`config.mk`:
```
export PLATFORM = sky130hd
export DESIGN_NAME = wb_link_stage
export DESIGN_NICKNAME = d
export VERILOG_FILES = /design/src/rtl/mips_pkg.sv /design/src/rtl/link_decode.sv /design/src/rtl/wb_link_stage.sv
export SDC_FILE = /design/constraint.sdc
export NUM_CORES = 1
export LEC_CHECK = 0
export CORE_MARGIN = 4
export CORE_UTILIZATION = 43
export DETAILED_ROUTE_END_ITERATION = 7
export GPL_ROUTABILITY_DRIVEN = 0
export GPL_TIMING_DRIVEN = 1
export PLACE_DENSITY = 0.88
export SYNTH_ARGS = -nofsm -noshare
export SYNTH_HDL_FRONTEND = slang
export SYNTH_SLANG_ARGS = --single-unit
export TNS_END_PERCENT = 1
```
`constraint.sdc`:
```
create_clock -name clk -period 1.9 [get_ports clk]
set_clock_uncertainty 0.2 [all_clocks]
set_input_delay 0.19 -clock clk [delete_from_list [all_inputs] [get_ports clk]]
set_output_delay 0.19 -clock clk [all_outputs]
set_load 0.05 [all_outputs]
```
`src/rtl/mips_pkg.sv`:
```
// Shared encodings for the MEM/WB link write-back path.
// Link-mode select codes and the default link register address.
package mips_pkg;

    localparam logic [1:0] LINK_NONE = 2'b00;
    localparam logic [1:0] LINK_RA   = 2'b01;
    localparam logic [1:0] LINK_RD   = 2'b10;
    localparam logic [1:0] LINK_RSVD = 2'b11;

    localparam logic [4:0] RA = 5'd31;

endpackage

```
`src/rtl/link_decode.sv`:
```
// Link decode: picks write address/data/enable for link or normal writes.
// Ports: link_sel_i, pc_i, rd_i, we_i, wa_i, wd_i -> we_o, wa_o, wd_o.
module link_decode
    import mips_pkg::*;
#(
    parameter int DATA_W      = 32,
    parameter int ADDR_W      = 5,
    parameter int LINK_REG    = int'(RA),
    parameter int LINK_OFFSET = 8
) (
    input  logic [1:0]        link_sel_i,
    input  logic [DATA_W-1:0] pc_i,
    input  logic [ADDR_W-1:0] rd_i,
    input  logic              we_i,
    input  logic [ADDR_W-1:0] wa_i,
    input  logic [DATA_W-1:0] wd_i,
    output logic              we_o,
    output logic [ADDR_W-1:0] wa_o,
    output logic [DATA_W-1:0] wd_o
);

    logic [DATA_W-1:0] link_val;
    logic              we_raw;

    // Wraps modulo 2^DATA_W.
    assign link_val = pc_i + DATA_W'(LINK_OFFSET);

    always_comb begin
        we_raw = we_i;
        wa_o   = wa_i;
        wd_o   = wd_i;
        case (link_sel_i)
            LINK_RA: begin
                we_raw = 1'b1;
                wa_o   = ADDR_W'(LINK_REG);
                wd_o   = link_val;
            end
            LINK_RD: begin
                we_raw = 1'b1;
                wa_o   = rd_i;
                wd_o   = link_val;
            end
            default: ;
        endcase
    end

    // Writes to $zero never reach the register file.
    assign we_o = we_raw & (wa_o != '0);

endmodule

```
`src/rtl/wb_link_stage.sv`:
```
// MEM/WB register with link write-back, write-once commit and a shadow.
// Ports: clk, reset, stall/flush, MEM inputs -> rf_*, wb_*, sh_* outputs.
module wb_link_stage
    import mips_pkg::*;
#(
    parameter int DATA_W      = 32,
    parameter int ADDR_W      = 5,
    parameter int LINK_REG    = int'(RA),
    parameter int LINK_OFFSET = 8
) (
    input  logic              clk,
    input  logic              reset,
    input  logic              stall_i,
    input  logic              flush_i,
    input  logic              in_valid_i,
    input  logic [DATA_W-1:0] pc_i,
    input  logic [1:0]        link_sel_i,
    input  logic [ADDR_W-1:0] rd_i,
    input  logic              we_i,
    input  logic [ADDR_W-1:0] wa_i,
    input  logic [DATA_W-1:0] wd_i,
    output logic              rf_we_o,
    output logic [ADDR_W-1:0] rf_wa_o,
    output logic [DATA_W-1:0] rf_wd_o,
    output logic              wb_valid_o,
    output logic [DATA_W-1:0] wb_pc_o,
    output logic              sh_we_o,
    output logic [ADDR_W-1:0] sh_wa_o,
    output logic [DATA_W-1:0] sh_wd_o
);

    logic              dec_we;
    logic [ADDR_W-1:0] dec_wa;
    logic [DATA_W-1:0] dec_wd;

    link_decode #(
        .DATA_W     (DATA_W),
        .ADDR_W     (ADDR_W),
        .LINK_REG   (LINK_REG),
        .LINK_OFFSET(LINK_OFFSET)
    ) u_dec (
        .link_sel_i(link_sel_i),
        .pc_i      (pc_i),
        .rd_i      (rd_i),
        .we_i      (we_i),
        .wa_i      (wa_i),
        .wd_i      (wd_i),
        .we_o      (dec_we),
        .wa_o      (dec_wa),
        .wd_o      (dec_wd)
    );

    logic              valid_q, valid_d;
    logic [DATA_W-1:0] pc_q,    pc_d;
    logic              we_q,    we_d;
    logic [ADDR_W-1:0] wa_q,    wa_d;
    logic [DATA_W-1:0] wd_q,    wd_d;
    logic              cmt_q,   cmt_d;
    logic              sh_we_q, sh_we_d;
    logic [ADDR_W-1:0] sh_wa_q, sh_wa_d;
    logic [DATA_W-1:0] sh_wd_q, sh_wd_d;

    // A held instruction writes only in its first WB cycle.
    assign rf_we_o = we_q & ~cmt_q;

    always_comb begin
        valid_d = valid_q;
        pc_d    = pc_q;
        we_d    = we_q;
        wa_d    = wa_q;
        wd_d    = wd_q;
        cmt_d   = cmt_q;
        if (flush_i) begin
            valid_d = 1'b0;
            pc_d    = '0;
            we_d    = 1'b0;
            wa_d    = '0;
            wd_d    = '0;
            cmt_d   = 1'b0;
        end else if (stall_i) begin
            if (rf_we_o) cmt_d = 1'b1;
        end else begin
            valid_d = in_valid_i;
            pc_d    = pc_i;
            we_d    = dec_we & in_valid_i;
            wa_d    = dec_wa;
            wd_d    = dec_wd;
            cmt_d   = 1'b0;
        end

        // Shadow tracks the write committed on this edge only.
        sh_we_d = rf_we_o;
        sh_wa_d = rf_we_o ? rf_wa_o : sh_wa_q;
        sh_wd_d = rf_we_o ? rf_wd_o : sh_wd_q;
    end

    always_ff @(posedge clk) begin
        if (reset) begin
            valid_q <= 1'b0;
            pc_q    <= '0;
            we_q    <= 1'b0;
            wa_q    <= '0;
            wd_q    <= '0;
            cmt_q   <= 1'b0;
            sh_we_q <= 1'b0;
            sh_wa_q <= '0;
            sh_wd_q <= '0;
        end else begin
            valid_q <= valid_d;
            pc_q    <= pc_d;
            we_q    <= we_d;
            wa_q    <= wa_d;
            wd_q    <= wd_d;
            cmt_q   <= cmt_d;
            sh_we_q <= sh_we_d;
            sh_wa_q <= sh_wa_d;
            sh_wd_q <= sh_wd_d;
        end
    end

    assign rf_wa_o    = wa_q;
    assign rf_wd_o    = wd_q;
    assign wb_valid_o = valid_q;
    assign wb_pc_o    = pc_q;
    assign sh_we_o    = sh_we_q;
    assign sh_wa_o    = sh_wa_q;
    assign sh_wd_o    = sh_wd_q;

endmodule

```
==> metrics.md, run 1 <==
| Metric | Value |
|---|---|
| Clock share of power | 28.5% |
| GRT Residual Overflow | 0 |
| HPWL after DPL | 12.1 mm |
| End point of the most critical hold path | wb_valid_o |
| Critical R2R Launch | cmt_q |
| Ratio of total power to cell area | 674 mW/mm^2 |
| Data required time of the critical path | 1960 ps |
| First-pass GRT wire length | 24.2 mm |
| Hold Vio Cnt, Final | 0 |
| Largest net degree at the start of global routing | 38 |
| Post-route worst hold slack | 145 ps |
| Shortest period the worst path allows | 1880 ps |
| Critical Path Sink Type | register |
| Clock transition at the registers of the reported paths | 120 ps |
| Post-Layout Cell Count | 916 |
| Instance count of the mapped netlist | 545 |
| Critical-path maximum fanout | 20 |
| First-pass iteration count of the detailed router | 5 |
| Standby leakage power | 3.15 nW |
| Number of warnings issued by yosys | 0 |
| Post-synth EDFFs | 0 |
| Classification of the worst-slack hold path | in -> reg |
| Post-synthesis area per instance | 8.60 sq um |
| Worst-margin pin slew | 577 ps |
| Post-synth cell types | 39 |
| Clock latency of the later-clocked register in the worst-skew pair | 360 ps |
| Max cap viols | 0 |
| Switching power as a share of total power | 30.9% |
| Post-synthesis async set-or-reset flop share | 0% |
| Area of the die | 0.0126 sq mm |
| Final Slew Violations | 0 |
| Status | finished, final reports clean |
| Number of setup violations in the final report | 0 |
| DR iter-0 viols | 307 |
| Busiest metal layer after global routing | met2 |
| Timing-limited maximum frequency | 533 MHz |
| Share of the clock period used by the worst path after layout | 98.8% |
| # nets final | 860 |
| Unrepaired setup endpoints after global routing | yes |
| Post-DRT Antenna Nets | 0 |
| Hold path startpoint | stall_i |
| Category of the critical setup timing path | in -> reg |
| Area Growth Syn to Fin | 52.3% |
| All-layer global routing usage | 23.4% |
| Number of antenna violations at the first check in global routing | 0 |
| Combinational group share of total power | 21.4% |
| Total CTS buffers | 9 |
| Sw Pwr | 0.00149 W |
| Clock root cell | clkbuf_8 |
| Slowest library cell on the worst path | clkdlybuf4s50_1 |
| Depth of the most critical reg-to-reg path | 4 |
| Post-route cell area | 0.00714 sq mm |
| Average wire length per cell after detail routing | 16.6 um |
| Effective utilization at floorplan | 44.8% |
| Crit path arrival time | 1940 ps |
| Most used flip-flop cell after synthesis | dfxtp_1 |
| Count of inserted antenna diode cells | 0 |
| Worst vdd rail ir drop | 0.417 mV |
| Slowest Stage Delay on Critical Path | 500 ps |
| Synthesis-stage register bit count | 110 |
| Fraction of the yosys area taken by sequential cells | 47.0% |
| Fraction of met3 tracks used by global routing | 5.23% |
| Met2 Use GR | 40.2% |
| CTS max path bufs | 2 |
| Proportion of layout cells with a drive suffix above 1 | 19.6% |
| Die outline height | 112 um |
| Boundary pin count | 191 |
| Setup total negative slack | 0 ps |
| Most used cell, CP | nor2_1 |
| Core footprint | 0.0105 sq mm |
| Synthesized Nets | 630 |
| Netlist area before placement | 0.00469 sq mm |
| Cell Chain, Critical Path | clkdlybuf4s50_1 -> inv_1 -> ha_2 -> buf_4 -> buf_12 -> mux2i_1 -> nor2_1 -> a21oi_1 -> nor2_1 |
| Instance count after placement with tap cells included | 900 |
| Post-cts hold buffer count | 0 |
| Via density per instance | 5.27 |
| Number of cells on the worst hold path | 4 |
| Power, Total | 0.00482 W |
| Die width | 112 um |
| Setup slack of the most critical reg-to-reg path | 550 ps |
| H-Tree Depth | 3 |
| Area after DPL | 0.00701 sq mm |
| Residual DRC | 0 |
| Internal portion of total power | 0.00333 W |
| Startpoint kind of the worst setup timing path | input pin |
| Proportion of power drawn by flip-flops and latches | 50.2% |
| Wire length after detailed routing | 15.2 mm |
| TritonCTS clock tree | yes |
| Via count | 4831 |
| Reg-to-reg critical path endpoint | sh_wd_o[30] |
| Buffers added on ports | 190 |
| Clock net sink count | 110 |
| Row count | 37 |
| Via count of the first global-routing pass | 4909 |
| GR Util met1 | 27.7% |
| Relative slew slack | 61.5% |
worst max-delay path, delay by kind of cell:
family,cells,cell delay (ps)
buffers and inverters,4,900
adder cells (fa/ha/maj),1,400
AO/OA/AOI/OAI,1,140
multiplexers,1,190
AND/OR/NAND/NOR,2,120
area by class of cell:
cell class,count,area [sq um]
well taps,136,170
clock inverters,7,66.3
fillers,844,3320
clock buffers,9,124
multi-input cells,389,2310
flip-flops and latches,110,2200
inverters,9,33.8
repair buffers,256,2240
flip-flops by register name, summed over array words and instances (netlist names):
register    count
wb_pc_o        32
rf_wa_o         5
rf_wd_o        32
we_q            1
cmt_q           1
sh_wa_o         5
sh_we_o         1
sh_wd_o        32
wb_valid_o      1
how the worst max path moves through the flow:
stage                  start     endpoint  slack, ps
6_report       link_sel_i[0]   rf_wd_o[0]         20
2_1_floorplan  link_sel_i[0]  rf_wd_o[13]        200
5_1_grt        link_sel_i[0]         we_q        -50
3_3_place_gp   link_sel_i[0]  rf_wd_o[20]       -370
3_5_place_dp   link_sel_i[0]  rf_wd_o[25]       -510
4_1_cts              sh_we_o      sh_we_o          8
Yosys cell counts, drive strengths merged (2+ instances only):
cell / instances / area share (%)
nor4: 2 / 0.40
a211oi: 2 / 0.32
o22ai: 7 / 0.93
dfxtp: 110 / 47
a22oi: 5 / 0.80
nand2: 96 / 7.7
nor3: 7 / 1.4
nor2: 64 / 5.1
o21ai: 13 / 1.4
nand4: 13 / 2.2
and4: 6 / 1.2
nand3: 9 / 0.96
buf: 14 / 1.5
nand2b: 2 / 0.27
xor2: 8 / 1.5
inv: 9 / 0.72
ha: 3 / 0.80
mux2i: 45 / 9.6
and3: 4 / 0.53
nor2b: 3 / 0.40
clkbuf: 23 / 1.8
a21oi: 65 / 6.9
xnor2: 18 / 3.4
o221ai: 11 / 2.1
cells by family after synthesis:
| group | Yosys count | synth area share, % |
|---|---|---|
| buffers and inverters | 46 | 4.03 |
| AND/OR/NAND/NOR | 208 | 20.5 |
| multiplexers | 45 | 9.61 |
| adder cells (fa/ha/maj) | 3 | 0.801 |
| flip-flops | 110 | 47.0 |
| XOR/XNOR | 26 | 4.86 |
| AO/OA/AOI/OAI | 107 | 13.2 |
power groups by stage:
| stage | clock network (W) | logic (W) | registers (W) |
|---|---|---|---|
| 2_1_floorplan | 0 | 0.000315 | 0.00267 |
| 6_report | 0.00137 | 0.00103 | 0.00242 |
| 5_1_grt | 0.00150 | 0.00110 | 0.00243 |
| 3_3_place_gp | 0 | 0.00101 | 0.00247 |
| 3_5_place_dp | 0 | 0.00103 | 0.00247 |
| 4_1_cts | 0.00141 | 0.00103 | 0.00242 |
cells in the final DEF (no fill, tap or decap), types with 3 or more instances in the layout:
cell	synthesis	final
buf_4	2	118
dfxtp_1	110	110
nand2_1	95	95
clkdlybuf4s50_1	0	80
a21oi_1	65	65
nor2_1	64	64
dlygate4sd2_1	0	52
mux2i_1	45	45
xnor2_1	18	18
o21ai_0	13	12
nand4_1	11	11
o221ai_1	11	11
inv_1	9	9
nand3_1	9	9
clkbuf_8	0	9
xor2_1	8	8
o22ai_1	7	7
a22oi_1	5	5
and3_1	4	4
and4_1	4	4
nor3_2	4	4
buf_12	0	4
inv_8	0	3
through the flow:
step / setup slack, ps / util, %
after detailed placement: -513 / 67.0
after CTS: 7.74 / 68.2
after global routing: -51.0 / 68.3
after global placement: -371 / 67.0
after floorplan: 197 / -
final: 22.3 / 68.3
timing repair:
item	4_1_cts	5_1_grt
endpoints found under the hold margin	0	0
pin swaps	0	1
gates resized for setup	54	3
endpoints found under the setup margin	59	11
setup buffers	0	0
layer usage:
layer  vias up  routed length (um)
met2       201                7350
met4         0                 644
met1      2256                6170
li1       2330                   -
met3        44                1020
met5         -                   0
(Power assumes the default switching activity.)
==> run 2: changes to the inputs <==
--- a/config.mk
+++ b/config.mk
@@ -5,7 +5,6 @@
 export SDC_FILE = /design/constraint.sdc
 export NUM_CORES = 1
 export LEC_CHECK = 0
-export CORE_MARGIN = 4
 export CORE_UTILIZATION = 43
 export DETAILED_ROUTE_END_ITERATION = 7
 export GPL_ROUTABILITY_DRIVEN = 0
==> metrics.md, run 2 (synthesis results as in run 1) <==
| Metric | Value |
|---|---|
| Data required time of the critical path | 1960 ps (about the same) |
| Crit path arrival time | 1910 ps (-30 ps) |
| # nets final | 860 (unchanged) |
| Top library cells by usage in the layout, fill and taps aside | 110 x dfxtp_1, 109 x buf_4, 95 x nand2_1, 76 x clkdlybuf4s50_1, 65 x a21oi_1 |
| Via density per instance | 5.30 (+0.46%) |
| Count of buffer and inverter cells on the critical path | 2 (-2) |
| Largest net degree at the start of global routing | 39 (+2.6%) |
| Unrepaired setup endpoints after global routing | yes |
| Worst-margin pin slew | 516 ps (-60.8 ps) |
| Depth of the most critical reg-to-reg path | 4 (unchanged) |
| Average wire length per cell after detail routing | 16.6 um (+0.37%) |
| Core footprint | 0.0105 sq mm (unchanged) |
| Status | finished, final reports clean |
| Category of the critical setup timing path | in -> reg |
| Boundary pin count | 191 (unchanged) |
| Busiest metal layer after global routing | met2 |
| GR Util met1 | 31.2% (+3.6 points) |
| Die width | 106 um (-5.3%) |
| Buffers added on ports | 190 (unchanged) |
| Clock root cell | clkbuf_8 |
| Slowest Stage Delay on Critical Path | 510 ps (about the same) |
| First-pass GRT wire length | 23.8 mm (-1.5%) |
| Clock latency of the later-clocked register in the worst-skew pair | 370 ps (about the same) |
| Clock transition at the registers of the reported paths | 110 ps (about the same) |
| First-pass iteration count of the detailed router | 5 (unchanged) |
| Timing-limited maximum frequency | 540 MHz (+1.3%) |
| Clock net sink count | 110 (unchanged) |
| Most used cell, CP | nand4_1 |
| TritonCTS clock tree | yes |
| Wire length after detailed routing | 15.2 mm (+0.37%) |
| Critical path's top delay family | simple AND/OR/NAND/NOR gates |
| Via count of the first global-routing pass | 4886 (-0.47%) |
| Instance count after placement with tap cells included | 896 (-0.44%) |
| Standby leakage power | 3.21 nW (+1.8%) |
| All-layer global routing usage | 26.7% (+3.3 points) |
| Post-Layout Cell Count | 916 (unchanged) |
| Total CTS buffers | 9 (unchanged) |
| Logic depth of the worst setup path including buffers | 7 (-2) |
| Startpoint kind of the worst setup timing path | input pin |
| HPWL after DPL | 11.7 mm (-3.2%) |
| Max cap viols | 0 (unchanged) |
| Share of the clock period used by the worst path after layout | 97.5% (-1.3 points) |
| CTS max path bufs | 2 (unchanged) |
| Setup slack of the most critical reg-to-reg path | 520 ps (-30 ps) |
| Count of inserted antenna diode cells | 0 (unchanged) |
| Fraction of met3 tracks used by global routing | 4.54% (-0.69 points) |
| Residual DRC | 0 (unchanged) |
| Area of the die | 0.0113 sq mm (-10%) |
| Final Slew Violations | 0 (unchanged) |
| Hold Vio Cnt, Final | 0 (unchanged) |
| Row count | 37 (unchanged) |
| Via count | 4853 (+0.46%) |
| Shortest period the worst path allows | 1850 ps (-25.0 ps) |
| End point of the most critical hold path | wb_pc_o[4] |
| Cell Chain, Critical Path | clkdlybuf4s50_1 -> nand4_1 -> nor3_4 -> buf_4 -> nand4_1 -> xor2_1 -> a21oi_1 |
| Area Growth Syn to Fin | 53.0% |
| Worst vdd rail ir drop | 0.329 mV (-21%) |
| GRT Residual Overflow | 0 (unchanged) |
| Post-route worst hold slack | 47.3 ps (-97.6 ps) |
| Relative slew slack | 65.7% (+4.2 points) |
| Number of setup violations in the final report | 0 (unchanged) |
| Ratio of total power to cell area | 672 mW/mm^2 (-0.42%) |
| Number of cells on the worst hold path | 4 (unchanged) |
| Proportion of layout cells with a drive suffix above 1 | 18.7% (-0.90 points) |
| Effective utilization at floorplan | 44.8% (unchanged) |
| Critical Path Sink Type | register |
| Classification of the worst-slack hold path | in -> reg |
| Slowest library cell on the worst path | clkdlybuf4s50_1 |
| Die outline height | 106 um (-5.3%) |
| Most common cell after layout, fill and taps aside | dfxtp_1 |
| H-Tree Depth | 3 (unchanged) |
| Number of antenna violations at the first check in global routing | 0 (unchanged) |
| Critical R2R Launch | cmt_q |
| DR iter-0 viols | 283 (-7.8%) |
| Power, Total | 0.00482 W (about the same) |
| Post-DRT Antenna Nets | 0 (unchanged) |
| Reg-to-reg critical path endpoint | sh_wd_o[17] |
| Hold path startpoint | pc_i[4] |
| Critical-path maximum fanout | 6 (-70%) |
| Met2 Use GR | 47.1% (+6.9 points) |
-- run 2: cell count changes in the layout (fill, tap and decap cells not counted), sizes merged --
cell           change
dlygate4sd2        +9
clkinv             +2
clkdlybuf4s50      -4
clkinvlp           -2
buf               -10
dlygate4sd3        +1
dlymetal6s2s       +4
-- run 2: layer usage --
layer	share of wire [%]	vias to the layer above	routed length, um
met3	5.6	37	848
met5	0	-	0
met4	3.0	0	455
li1	-	2334	-
met2	50	180	7580
met1	42	2302	6360
-- run 2: worst register-to-register path: cells and delay by family (launching register included) --
kind | cells | cell delay [ps]
buffers and inverters | 1 | 350
AOI/OAI and AO/OA | 1 | 180
and+or+nand+nor | 2 | 250
DFF | 1 | 330
-- run 2: layout make-up --
| type | instances | area [sq um] |
|---|---|---|
| Fill cell | 819 | 3290 |
| Sequential cell | 110 | 2200 |
| Tap cell | 136 | 170 |
| Timing Repair Buffer | 256 | 2250 |
| Inverter | 9 | 33.8 |
| Clock inverter | 7 | 66.3 |
| Multi-Input combinational cell | 389 | 2330 |
| Clock buffer | 9 | 124 |
-- run 2: through the flow --
stage | area (sq um) | setup slack [ps] | TNS [ps] | util (%)
after floorplan | 4690 | 197 | 0 | -
after CTS | 7120 | 4.65 | 0 | 68.0
after global routing | 7180 | -10.2 | -10.2 | 68.6
after detailed placement | 6990 | -478 | -12470 | 66.8
final | 7180 | 47.3 | 0 | 68.6
after global placement | 6990 | -361 | -9970 | 66.8
-- run 2: worst max path at each step --
stage,from,slack (ps),end
floorplan,link_sel_i[0],200,rf_wd_o[13]
global placement,link_sel_i[0],-360,rf_wd_o[20]
detailed placement,link_sel_i[0],-480,rf_wd_o[17]
CTS,sh_we_o,5,sh_we_o
global route,link_sel_i[1],-10,we_q
finish,pc_i[7],50,rf_wd_o[21]
-- run 2: repair_timing --
item / 4_1_cts / 5_1_grt
endpoints found under the setup margin: 70 / 13
buffers inserted: 0 / 3
hold buffers: 1 / 0
resized for setup: 63 / 10
gates cloned: 0 / 0
hold endpoints to repair: 2 / 0
pin swaps: 0 / 6
-- run 2: power breakdown --
| group | switching [W] | internal [W] | leakage, nW |
|---|---|---|---|
| clock network | 0.000862 | 0.000510 | 0.0978 |
| registers | 0.0000485 | 0.00237 | 0.893 |
| logic | 0.000582 | 0.000448 | 2.22 |
| total | 0.00149 | 0.00333 | 3.21 |
==> run 3: changes to the inputs <==
--- a/config.mk
+++ b/config.mk
@@ -10,6 +10,7 @@
 export GPL_ROUTABILITY_DRIVEN = 0
 export GPL_TIMING_DRIVEN = 1
 export PLACE_DENSITY = 0.88
+export SETUP_SLACK_MARGIN = 0.3
 export SYNTH_ARGS = -nofsm -noshare
 export SYNTH_HDL_FRONTEND = slang
 export SYNTH_SLANG_ARGS = --single-unit
==> metrics.md, run 3 (synthesis results as in run 1) <==
| Metric | Value |
|---|---|
| Slowest Stage Delay on Critical Path | 560 ps (+50 ps) |
| Clock root cell | clkbuf_8 |
| Setup slack of the most critical reg-to-reg path | 490 ps (-30 ps) |
| Relative slew slack | 64.8% (-0.88 points) |
| Worst-margin pin slew | 530 ps (+13.3 ps) |
| Setup total negative slack | 0 ps (unchanged) |
| Worst vdd rail ir drop | 0.464 mV (+41%) |
| Post-route cell area | 0.00728 sq mm (+1.4%) |
| Internal portion of total power | 0.00337 W (+1.2%) |
| Average wire length per cell after detail routing | 17.1 um (+3.0%) |
| H-Tree Depth | 3 (unchanged) |
| CTS max path bufs | 2 (unchanged) |
| Shortest period the worst path allows | 1680 ps (-176 ps) |
| Critical Path Sink Type | output port |
| Post-Layout Cell Count | 922 (+0.66%) |
| Ratio of total power to cell area | 667 mW/mm^2 (-0.75%) |
| Classification of the worst-slack hold path | in -> reg |
| Instance count after placement with tap cells included | 900 (+0.45%) |
| Clock share of power | 28.5% (about the same) |
| First-pass iteration count of the detailed router | 5 (unchanged) |
| Buffers added on ports | 190 (unchanged) |
| Die outline height | 106 um (unchanged) |
| Status | finished, final reports clean |
| Clock latency of the later-clocked register in the worst-skew pair | 360 ps (about the same) |
| All-layer global routing usage | 27.5% (+0.77 points) |
| Crit path arrival time | 1290 ps (-620 ps) |
| Most common cell after layout, fill and taps aside | dfxtp_1 |
| Die width | 106 um (unchanged) |
| Count of inserted antenna diode cells | 0 (unchanged) |
| Via count of the first global-routing pass | 4867 (-0.39%) |
| Residual DRC | 0 (unchanged) |
| Boundary pin count | 191 (unchanged) |
| Timing-limited maximum frequency | 596 MHz (+10%) |
| Via count | 4935 (+1.7%) |
| Final Slew Violations | 0 (unchanged) |
| Clock transition at the registers of the reported paths | 120 ps (about the same) |
| Post-cts hold buffer count | 0 (-1) |
| Critical-path maximum fanout | 2 (-4) |
| Combinational group share of total power | 21.7% (+0.3 points) |
| Effective utilization at floorplan | 44.8% (unchanged) |
| Row count | 37 (unchanged) |
| Area after DPL | 0.00704 sq mm (+0.75%) |
| Largest net degree at the start of global routing | 39 (unchanged) |
| Proportion of layout cells with a drive suffix above 1 | 19.2% (+0.49 points) |
| Cell Chain, Critical Path | dlygate4sd2_1 |
| # nets final | 866 (+0.70%) |
| Critical path's top delay family | buffers and inverters |
| Post-route worst hold slack | 7.11 ps (-40.1 ps) |
| Proportion of power drawn by flip-flops and latches | 49.8% (-0.3 points) |
| Max cap viols | 0 (unchanged) |
| Number of setup violations in the final report | 0 (unchanged) |
| Unrepaired setup endpoints after global routing | yes |
| First-pass GRT wire length | 24.6 mm (+3.0%) |
| Clock net sink count | 110 (unchanged) |
| Total CTS buffers | 9 (unchanged) |
| Area Growth Syn to Fin | 55.2% |
| HPWL after DPL | 11.8 mm (+0.73%) |
| Core footprint | 0.0105 sq mm (unchanged) |
| Number of antenna violations at the first check in global routing | 0 (unchanged) |
| Switching power as a share of total power | 30.6% (-0.37 points) |
| TritonCTS clock tree | yes |
| Area of the die | 0.0113 sq mm (unchanged) |
| Via density per instance | 5.35 (+1.0%) |
| Wire length after detailed routing | 15.8 mm (+3.6%) |
| Sw Pwr | 0.00149 W (-0.54%) |
| DR iter-0 viols | 253 (-11%) |
| GRT Residual Overflow | 0 (unchanged) |
| Top library cells by usage in the layout, fill and taps aside | 110 x dfxtp_1, 104 x buf_4, 95 x nand2_1, 71 x dlygate4sd2_1, 66 x clkdlybuf4s50_1 |
| Standby leakage power | 3.29 nW (+2.6%) |
| Post-DRT Antenna Nets | 0 (unchanged) |
| Startpoint kind of the worst setup timing path | register |
| Hold Vio Cnt, Final | 0 (unchanged) |
| Category of the critical setup timing path | reg -> out |
| Slowest library cell on the worst path | dlygate4sd2_1 |
| Share of the clock period used by the worst path after layout | 88.3% (-9.3 points) |
| Count of buffer and inverter cells on the critical path | 1 (-1) |
| Data required time of the critical path | 1510 ps (-450 ps) |
## run 3: changes by cell type in the layout (fill, tap and decap cells not counted), sizes merged
| cell | delta |
|---|---|
| dlygate4sd2 | +10 |
| dlymetal6s2s | +2 |
| dlygate4sd3 | -1 |
| clkinv | -2 |
| buf | -3 |
| clkbuf | +4 |
| clkdlybuf4s15 | +5 |
| clkdlybuf4s50 | -10 |
| inv | +1 |
## run 3: repair_timing
item / 4_1_cts / 5_1_grt
setup buffers: 4 / 1
pin swaps: 9 / 7
gates cloned: 0 / 1
gates resized for setup: 91 / 24
endpoints found under the hold margin: 0 / 0
setup endpoints to repair: 109 / 94
## run 3: path summary, 6_finish.rpt
kind / startpoint / to / cells after the start
setup / recovery: sh_wd_o[23] / sh_wd_o[23] / 1
hold / removal: pc_i[13] / wb_pc_o[13] / 3
setup reg to reg: cmt_q / sh_wd_o[2] / 4
hold reg to reg: sh_wd_o[21] / sh_wd_o[21] / 2
## run 3: per-stage QoR
stage | util [%] | power (W) | setup WS (ps)
global route | 69.6 | 0.00504 | 190
CTS | 68.8 | 0.00485 | 168
detailed placement | 67.3 | 0.00351 | -437
floorplan | - | 0.00299 | 276
global placement | 67.3 | 0.00348 | -338
finish | 69.6 | 0.00485 | 223
## run 3: area by class of cell
cell class	count	area, sq um
multi-input combinational	389	2350
timing repair buffer	262	2330
inverter	9	33.8
tap	136	170
fill	858	3180
clock inverter	6	51.3
clock buffer	10	138
sequential	110	2200
## run 3: routing by layer
metal / GRT usage, % / part of all wire (%) / vias to the layer above
li1: - / - / 2347
met4: 13.7 / 4.0 / 0
met3: 4.84 / 6.4 / 56
met2: 47.1 / 50 / 227
met5: 0 / 0 / -
met1: 33.0 / 40 / 2305
## run 3: power groups by stage
stage,Combinational [W],Clock (W),Sequential [W]
floorplan,0.000317,0,0.00267
global placement,0.00101,0,0.00247
detailed placement,0.00104,0,0.00247
CTS,0.00104,0.00140,0.00242
global route,0.00111,0.00150,0.00242
finish,0.00105,0.00138,0.00242
